==> src/rtl/qmf_synthesis_axis.sv <==
// Stereo 2-band QMF synthesis: joins low/high AXI-Stream bands and upsamples by 2 through a polyphase Q15 filter.
// Optional build macro QMF_SYN_ROUND_EN: round half up before the final >>>14 instead of floor truncation.
module qmf_synthesis_axis #(
    parameter int NTAPS              = 8,
    parameter int C_S_AXI_DATA_WIDTH = 32,
    parameter int C_S_AXI_ADDR_WIDTH = 12
) (
    input  logic                            clk,
    input  logic                            rst,
    input  logic [31:0]                     s_axis_low_tdata,
    input  logic                            s_axis_low_tvalid,
    output logic                            s_axis_low_tready,
    input  logic                            s_axis_low_tlast,
    input  logic [31:0]                     s_axis_high_tdata,
    input  logic                            s_axis_high_tvalid,
    output logic                            s_axis_high_tready,
    input  logic                            s_axis_high_tlast,
    output logic [31:0]                     m_axis_tdata,
    output logic                            m_axis_tvalid,
    input  logic                            m_axis_tready,
    output logic                            m_axis_tlast,
    input  logic [C_S_AXI_ADDR_WIDTH-1:0]   s_axi_awaddr,
    input  logic                            s_axi_awvalid,
    output logic                            s_axi_awready,
    input  logic [C_S_AXI_DATA_WIDTH-1:0]   s_axi_wdata,
    input  logic                            s_axi_wvalid,
    output logic                            s_axi_wready,
    output logic [1:0]                      s_axi_bresp,
    output logic                            s_axi_bvalid,
    input  logic                            s_axi_bready,
    input  logic [C_S_AXI_ADDR_WIDTH-1:0]   s_axi_araddr,
    input  logic                            s_axi_arvalid,
    output logic                            s_axi_arready,
    output logic [C_S_AXI_DATA_WIDTH-1:0]   s_axi_rdata,
    output logic [1:0]                      s_axi_rresp,
    output logic                            s_axi_rvalid,
    input  logic                            s_axi_rready
);

    localparam int P    = NTAPS / 2;
    localparam int KW   = (P > 1) ? $clog2(P) : 1;
    localparam int CW   = $clog2(P + 2);
    localparam int ACCW = 34 + $clog2(P);
    localparam int WIW  = C_S_AXI_ADDR_WIDTH - 2;

    localparam logic [CW-1:0] CNT_P    = CW'(P);
    localparam logic [CW-1:0] CNT_LAST = CW'(P + 1);

    localparam logic signed [ACCW-1:0] SAT_MAX = ACCW'(32767);
    localparam logic signed [ACCW-1:0] SAT_MIN = ACCW'(-32768);
    localparam logic signed [ACCW-1:0] RND_HALF = ACCW'(8192);

    typedef enum logic [1:0] {IDLE, MAC, OUT_EVEN, OUT_ODD} state_t;

    state_t state_reg, state_next;

    logic                   enable_reg;
    logic signed [15:0]     coef_reg [NTAPS];
    logic [CW-1:0]          mac_cnt_reg;
    logic                   tlast_reg;

    logic                   in_ready;
    logic                   accept;
    logic                   prod_en;
    logic                   acc_add;
    logic                   y_load;
    logic                   hist_clr;
    logic [KW-1:0]          tap_idx;
    logic signed [15:0]     coef_e;
    logic signed [15:0]     coef_o;
    logic [31:0]            y_even_w;
    logic [31:0]            y_odd_w;

    logic                   aw_ready_reg;
    logic                   b_valid_reg;
    logic                   ar_ready_reg;
    logic                   r_valid_reg;
    logic [C_S_AXI_DATA_WIDTH-1:0] r_data_reg;
    logic [C_S_AXI_DATA_WIDTH-1:0] rd_mux;
    logic [WIW-1:0]         wr_idx;
    logic [WIW-1:0]         rd_idx;
    logic                   wr_fire;
    logic                   rd_fire;
    logic                   unused_ok;

    // Floor (or rounded) Q15 rescale of a doubled accumulator, clamped to 16 bits.
    function automatic logic signed [15:0] sat16(input logic signed [ACCW-1:0] acc);
        logic signed [ACCW-1:0] t;
`ifdef QMF_SYN_ROUND_EN
        t = (acc + RND_HALF) >>> 14;
`else
        t = acc >>> 14;
`endif
        if (t > SAT_MAX)
            return 16'sh7fff;
        else if (t < SAT_MIN)
            return 16'sh8000;
        else
            return t[15:0];
    endfunction

    // ---------------- control ----------------
    assign in_ready = enable_reg && (state_reg == IDLE);
    assign accept   = in_ready && s_axis_low_tvalid && s_axis_high_tvalid;
    assign prod_en  = (state_reg == MAC) && (mac_cnt_reg < CNT_P);
    assign acc_add  = (state_reg == MAC) && (mac_cnt_reg != '0) && (mac_cnt_reg <= CNT_P);
    assign y_load   = (state_reg == MAC) && (mac_cnt_reg == CNT_LAST);
    assign tap_idx  = mac_cnt_reg[KW-1:0];
    assign coef_e   = coef_reg[{tap_idx, 1'b0}];
    assign coef_o   = coef_reg[{tap_idx, 1'b1}];

    assign s_axis_low_tready  = in_ready;
    assign s_axis_high_tready = in_ready;

    always_ff @(posedge clk) begin
        if (rst)
            state_reg <= IDLE;
        else
            state_reg <= state_next;
    end

    always_comb begin
        state_next = state_reg;
        case (state_reg)
            IDLE:     if (accept) state_next = MAC;
            MAC:      if (mac_cnt_reg == CNT_LAST) state_next = OUT_EVEN;
            OUT_EVEN: if (m_axis_tready) state_next = OUT_ODD;
            OUT_ODD:  if (m_axis_tready) state_next = IDLE;
            default:  state_next = IDLE;
        endcase
    end

    // Counter runs P product cycles plus two pipeline cycles (last accumulate, rescale).
    always_ff @(posedge clk) begin
        if (rst) begin
            mac_cnt_reg <= '0;
            tlast_reg   <= 1'b0;
        end else begin
            if (accept) begin
                mac_cnt_reg <= '0;
                tlast_reg   <= s_axis_low_tlast | s_axis_high_tlast;
            end else if (state_reg == MAC) begin
                mac_cnt_reg <= mac_cnt_reg + 1'b1;
            end
        end
    end

    assign m_axis_tvalid = (state_reg == OUT_EVEN) || (state_reg == OUT_ODD);
    assign m_axis_tdata  = (state_reg == OUT_ODD) ? y_odd_w : y_even_w;
    assign m_axis_tlast  = (state_reg == OUT_ODD) && tlast_reg;

    // ---------------- per-channel datapath (0 = L, 1 = R) ----------------
    for (genvar gi = 0; gi < 2; gi++) begin : gen_ch
        logic signed [15:0]     lo_smp;
        logic signed [15:0]     hi_smp;
        logic signed [16:0]     d_new;
        logic signed [16:0]     s_new;
        logic signed [16:0]     d_hist [P];
        logic signed [16:0]     s_hist [P];
        logic signed [32:0]     prod_e_reg;
        logic signed [32:0]     prod_o_reg;
        logic signed [ACCW-1:0] acc_e_reg;
        logic signed [ACCW-1:0] acc_o_reg;
        logic signed [15:0]     y_even_reg;
        logic signed [15:0]     y_odd_reg;

        assign lo_smp = s_axis_low_tdata[gi*16 +: 16];
        assign hi_smp = s_axis_high_tdata[gi*16 +: 16];
        assign d_new  = {lo_smp[15], lo_smp} - {hi_smp[15], hi_smp};
        assign s_new  = {lo_smp[15], lo_smp} + {hi_smp[15], hi_smp};

        always_ff @(posedge clk) begin
            if (rst || hist_clr) begin
                for (int i = 0; i < P; i++) begin
                    d_hist[i] <= '0;
                    s_hist[i] <= '0;
                end
            end else if (accept) begin
                d_hist[0] <= d_new;
                s_hist[0] <= s_new;
                for (int i = 1; i < P; i++) begin
                    d_hist[i] <= d_hist[i-1];
                    s_hist[i] <= s_hist[i-1];
                end
            end
        end

        // Products are registered one cycle ahead of the accumulate.
        always_ff @(posedge clk) begin
            if (rst) begin
                prod_e_reg <= '0;
                prod_o_reg <= '0;
                acc_e_reg  <= '0;
                acc_o_reg  <= '0;
                y_even_reg <= '0;
                y_odd_reg  <= '0;
            end else begin
                if (prod_en) begin
                    prod_e_reg <= 33'(coef_e) * 33'(d_hist[tap_idx]);
                    prod_o_reg <= 33'(coef_o) * 33'(s_hist[tap_idx]);
                end
                if (accept) begin
                    acc_e_reg <= '0;
                    acc_o_reg <= '0;
                end else if (acc_add) begin
                    acc_e_reg <= acc_e_reg + ACCW'(prod_e_reg);
                    acc_o_reg <= acc_o_reg + ACCW'(prod_o_reg);
                end
                if (y_load) begin
                    y_even_reg <= sat16(acc_e_reg);
                    y_odd_reg  <= sat16(acc_o_reg);
                end
            end
        end

        assign y_even_w[gi*16 +: 16] = y_even_reg;
        assign y_odd_w[gi*16 +: 16]  = y_odd_reg;
    end

    // ---------------- AXI4-Lite register file ----------------
    assign wr_idx  = s_axi_awaddr[C_S_AXI_ADDR_WIDTH-1:2];
    assign rd_idx  = s_axi_araddr[C_S_AXI_ADDR_WIDTH-1:2];
    assign wr_fire = aw_ready_reg && s_axi_awvalid && s_axi_wvalid;
    assign rd_fire = ar_ready_reg && s_axi_arvalid;
    assign hist_clr = wr_fire && (wr_idx == '0) && s_axi_wdata[0] && !enable_reg;

    always_ff @(posedge clk) begin
        if (rst) begin
            aw_ready_reg <= 1'b0;
            b_valid_reg  <= 1'b0;
        end else begin
            aw_ready_reg <= !aw_ready_reg && s_axi_awvalid && s_axi_wvalid && !b_valid_reg;
            if (wr_fire)
                b_valid_reg <= 1'b1;
            else if (s_axi_bready)
                b_valid_reg <= 1'b0;
        end
    end

    // Coefficients are frozen while the filter runs; the write is still acknowledged.
    always_ff @(posedge clk) begin
        if (rst) begin
            enable_reg <= 1'b0;
            for (int i = 0; i < NTAPS; i++)
                coef_reg[i] <= '0;
        end else if (wr_fire) begin
            if (wr_idx == '0) begin
                enable_reg <= s_axi_wdata[0];
            end else if (!enable_reg) begin
                for (int i = 0; i < NTAPS; i++)
                    if (wr_idx == WIW'(i + 1))
                        coef_reg[i] <= s_axi_wdata[15:0];
            end
        end
    end

    always_comb begin
        rd_mux = '0;
        if (rd_idx == '0)
            rd_mux[0] = enable_reg;
        for (int i = 0; i < NTAPS; i++)
            if (rd_idx == WIW'(i + 1))
                rd_mux[15:0] = coef_reg[i];
    end

    always_ff @(posedge clk) begin
        if (rst) begin
            ar_ready_reg <= 1'b0;
            r_valid_reg  <= 1'b0;
            r_data_reg   <= '0;
        end else begin
            ar_ready_reg <= !ar_ready_reg && s_axi_arvalid && !r_valid_reg;
            if (rd_fire) begin
                r_valid_reg <= 1'b1;
                r_data_reg  <= rd_mux;
            end else if (s_axi_rready) begin
                r_valid_reg <= 1'b0;
            end
        end
    end

    assign s_axi_awready = aw_ready_reg;
    assign s_axi_wready  = aw_ready_reg;
    assign s_axi_bvalid  = b_valid_reg;
    assign s_axi_bresp   = 2'b00;
    assign s_axi_arready = ar_ready_reg;
    assign s_axi_rvalid  = r_valid_reg;
    assign s_axi_rdata   = r_data_reg;
    assign s_axi_rresp   = 2'b00;

    assign unused_ok = &{1'b0, s_axi_wdata[C_S_AXI_DATA_WIDTH-1:16],
                         s_axi_awaddr[1:0], s_axi_araddr[1:0]};

endmodule

==> config.mk <==
export PLATFORM = sky130hd
export DESIGN_NAME = qmf_synthesis_axis
export DESIGN_NICKNAME = d
export VERILOG_FILES = /design/src/rtl/qmf_synthesis_axis.sv
export SDC_FILE = /design/constraint.sdc
export NUM_CORES = 2
export LEC_CHECK = 0
export CAP_MARGIN = 20
export CORE_MARGIN = 5
export CORE_UTILIZATION = 55
export CTS_CLUSTER_SIZE = 14
export DETAILED_ROUTE_END_ITERATION = 7
export PLACE_DENSITY_LB_ADDON = 0.05
export SKIP_LAST_GASP = 1
export SLEW_MARGIN = 0
export SYNTH_ARGS = -nofsm -noshare
export SYNTH_HDL_FRONTEND = slang
export SYNTH_SLANG_ARGS = --single-unit
==> constraint.sdc <==
create_clock -name clk -period 36.9 [get_ports clk]
set_clock_uncertainty 0.05 [all_clocks]
set_input_delay 7.38 -clock clk [delete_from_list [all_inputs] [get_ports clk]]
set_output_delay 7.38 -clock clk [all_outputs]
set_load 0.01 [all_outputs]
# Word-level counts from Yosys, hierarchy flattened
# Memories as Yosys holds them, arrays and structs flattened. A register that Yosys moved wholly into a read port is not among the register bits.
# Cells that the tools add are included.
[totals]
ff_bits = 367
ram_bits = 400
inputBits = 132
out_inout_bits = 77
wordCells = 251
n_memories = 5
[op_classes]
n_addsub = 9
multipliers = 4
n_lt_le_gt_ge = 10
eq_ne = 24
muxes = 118
bitwise_logic = 25
reduce_logical = 35
[mem_list]
columns = ["memory", "depth", "word_bits", "rd", "rd_ports_with_merged_regs", "write_ports", "line", "source"]
rows = [
  ["coef_reg", 8, 16, 10, 2, 8, "58", "logic signed [15:0] coef_reg [NTAPS];"],
  ["gen_ch[0].d_hist", 4, 17, 4, 1, 4, "158", "logic signed [16:0] d_hist [P];"],
  ["gen_ch[0].s_hist", 4, 17, 4, 1, 4, "159", "logic signed [16:0] s_hist [P];"],
  ["gen_ch[1].d_hist", 4, 17, 4, 1, 4, "158", ""],
  ["gen_ch[1].s_hist", 4, 17, 4, 1, 4, "159", ""],
]
[op_table]
columns = ["op", "count"]
rows = [
  ["16-bit two-way mux", 24],
  ["17-bit two-way mux", 16],
  ["36-bit by 33-bit adder with 36-bit output", 4],
  ["16-bit by 17-bit multiplier with 33-bit output", 4],
  ["22-bit by 16-bit greater-than comparator with 1-bit output (second input constant)", 4],
  ["22-bit by 16-bit < comparator with 1-bit output (second input constant)", 4],
  ["10-bit by 3-bit == test with 1-bit output (second input constant)", 8],
  ["1-bit two-way mux", 60],
  ["10-bit by 2-bit == test with 1-bit output (second input constant)", 4],
  ["16-bit by 16-bit adder with 17-bit output", 2],
  ["16-bit by 16-bit subtractor with 17-bit output", 2],
  ["32-bit two-way mux", 1],
  ["1-bit bitwise OR", 25],
  ["2-bit two-way mux", 12],
  ["10-bit by 1-bit == test with 1-bit output (second input constant)", 2],
  ["10-bit by 4-bit == test with 1-bit output (second input constant)", 2],
  ["10-bit logical NOT", 2],
  ["1-bit logical AND", 19],
  ["3-bit two-way mux", 4],
  ["2-bit case mux with 4 select lines", 1],
  ["2-bit inequality test (second input constant)", 3],
  ["1-bit logical NOT", 5],
  ["2-bit == test (second input constant)", 2],
  ["4-bit AND reduction", 1],
  ["12 further kinds", 14],
]

# Logic depth before layout (Yosys ltp)
[depth]
word_depth = 10
depth_mapped = 32
mapped_depth_nobuf = 27

# Least setup slack after synthesis
# No wires, ideal clock.
[synth_path]
kind = "input to register"
startpoint = "input s_axi_awaddr[7]"
endpoint = "memory gen_ch[0].d_hist[0][0], enable pin"
setup_time_ns = 1.254
arrival_ns = 27.354
t_required_ns = 35.596
path_slack_ns = 8.242
path_stages = 4
path_buffers = 0
cell_sequence = "or4_1 > or4_1 > or4b_2 > o21ai_0"
[synth_lines]
columns = ["element", "line", "source"]
rows = [
  ["start, declared", "22", "input logic [C_S_AXI_ADDR_WIDTH-1:0] s_axi_awaddr,"],
  ["end, declared", "158", ""],
]

==> key figures <==
Run status
  • Run status: finished, final reports clean

Synth
  • Number of flops mapped to enable cells by yosys: between 300 and 400
  • Register bit total from synthesis: about 760
  • Post-synthesis sequential area ratio: 23.6%
  • Main combinational cell family by area after synthesis: adder cells
  • Compound-cell area share of the yosys netlist: 10.8%
  • Unique masters post-synth: 96
  • Share of flip-flops with an asynchronous set or reset: 0%
  • Cell Area, Synth: between 0.08 and 0.09 mm²
  • Synth Area in Simple Gates: between 10 and 15%
  • Xor/xnor cell area share of the yosys netlist: under 10%
  • Dominant cell type by area after synthesis: fa_1
  • Post-synthesis average cell area: 9.14 µm²
  • Adder-Cell Fraction of Synth Area: 35.9%
  • Top post-synthesis cells by count: inv_1, nand2_1, fa_1, nor2_1, ha_1
  • Post-synthesis mux area share: 3.54%
  • Cells after synthesis: about 8,900
  • Top_reg_cell synth: edfxtp_1
  • Share of the synthesized area in the top cell type: a little over a quarter
  • Count leader, synth: inv_1
  • Synth Warn #: 0
  • Largest cells by area after synthesis: fa_1, edfxtp_1, dfxtp_1

Timing
  • Worst-Margin Slew: about 1.2 ns
  • Slew margin rel.: 18.5%
  • Period minus WS final: between 10 and 15 ns
  • Finish-stage setup viols: 0
  • Pins Over Slew Limit: 0
  • Tcrit/Tclk final: between 30% and 40%
  • Max Fclk: 89.6 MHz
  • Setup TNS: 0 ns
  • RSZ-0062 raised after global routing: false
  • Fin. Hold Viols: 0

Floorplanning
  • Die area: around 0.16 mm²
  • Die W: around 390 µm
  • # rows: between 100 and 150
  • Starting Density: ~55%
  • Core ar.: approximately 0.15 mm²
  • Num ports: 209
  • Die height: a little under 400 µm

Cells and area
  • Filler cell count: 12,991
  • Max reg flops: 134
  • Area Growth Syn to Fin: 8.62%
  • Layout cell share with drive strength beyond 1: under 10%
  • Fin nets: 10,675

Critical path
  • Worst Path Max Fanout: 184
  • Crit path launch type: input pin
  • CP required: about 37 ns
  • Critical Path AT: 11.41 ns
  • CP Class: input pin to register
  • CP Capture Type: register

Clock network
  • CTS root buffer: clkbuf_16
  • CTS H-tree depth: 3
  • Clock slew at reported path FFs: ~0.06 ns
  • Clock tree sinks: around 760
  • CTS tree: done
  • CTS Buf Count: 90
  • Worst skew pair latency: 0.73 ns
  • Post-CTS Repair Setup Buffers: 0
  • Hold_buf cts: 0
  • Clk buf depth: 3
  • Post_cts resized: 0

Route
  • Via Count: between 60,000 and 70,000
  • Routed WL per cell: 21.8 µm
  • DRC Markers: 0
  • DR pass1 iterations: 6
  • Post-route ant nets: 0
  • Final wirelength: approximately 240,000 µm
  • Vias per Instance: between 5 and 6
  • First DRT Iteration DRCs: between 4,000 and 5,000

Flow run
  • MaxCap Viol Count: 0

Placed design
  • HPWL after detailed placement: 180,000 µm
  • Port bufs: 168
  • Gpl congestion: about 0.93

Global routing
  • Initial antenna violation count: 12
  • Gr usage total: 30.7%
  • Pin count of the biggest net entering global routing: about 190
  • Total gr overflow: 0
  • First-pass GRT wire length: roughly 370,000 µm
  • Number of global-route vias before repair: about 64,000

Hold path
  • Worst min path class: register to register
-- path summary, 6_finish.rpt --
kind / start / to / slack, ns / cells after the start
setup / recovery: s_axi_awaddr[7] / gen_ch[1].d_hist[3][2] / 25.74 / 6
hold / removal: s_axi_arready / s_axi_arready / 0.40 / 1
setup reg to reg: register / gen_ch[0].prod_e_reg[30] / 27.19 / 26
hold reg to reg: s_axi_arready / s_axi_arready / 0.40 / 1
-- critical path, stage by stage --
cell and delay, ns:
clkdlybuf4s50_1 0.39, or4_1 0.51, or4_1 0.65, or4b_2 0.76, o21ai_4 0.76, buf_12 0.75
-- placed cells by master (no fill, tap or decap), drive strengths merged, types with 46 or more instances in the layout --
cell           netlist  routed
fa                1112    1112
nor2               829     829
a211oi              46      46
a21o               124     124
xnor2              191     191
xor2                90      90
dfxtp              369     369
nand2b              50      50
o21ai              343     343
nand3               85      85
edfxtp             392     392
mux2               128     128
inv               1384    1389
nor2b               82      82
and2               260     260
mux2i              103     103
clkbuf             302     124
ha                 548     548
nor3                74      74
a21oi              514     514
nand2             1208    1208
clkdlybuf4s50        0     166
o21a               102     102
buf                 78     100
-- cell families (layout without fill, tap and decap cells) --
logic type               after synthesis  after routing
AND/OR/NAND/NOR                     2761           2761
buffers and inverters               1765           1821
adder cells (fa/ha/maj)             1660           1660
AO/OA/AOI/OAI                       1406           1406
flip-flops                           761            761
XOR/XNOR                             281            281
multiplexers                         249            249
other                                  1             27
-- through the flow --
stage	utilization, %	hold slack [ns]	area [µm²]	setup slack, ns	cells
final	59.9	0.396	88200	25.74	10896
after global routing	59.9	0.414	88200	25.59	10889
after CTS	59.8	0.398	88100	25.78	10883
after detailed placement	57.6	0.390	84800	25.05	10715
after global placement	57.5	0.376	84700	25.07	10710
after floorplan	-	0.378	81300	8.24	8903
-- cell type report --
type	count	area, µm²	area share (%)
multi-input cells	6377	55600	63.0
flip-flops and latches	761	19200	21.7
inverters	1385	5200	5.89
clock buffers	122	2580	2.93
repair buffers	268	2530	2.87
well taps	1930	2410	2.74
clock inverters	46	723	0.820
diodes	7	17.5	0.0199
-- layer usage --
metal / wire, µm / GRT usage [%] / share of wire, %
met5: 46 / 0 / 0.019
met4: 10600 / 12.2 / 4.5
met3: 20600 / 6.57 / 8.7
met2: 106000 / 48.4 / 45
met1: 100000 / 41.7 / 42
Power is not shown: default switching activity piles up to over one toggle a cycle in this logic, so the estimate is an artifact.
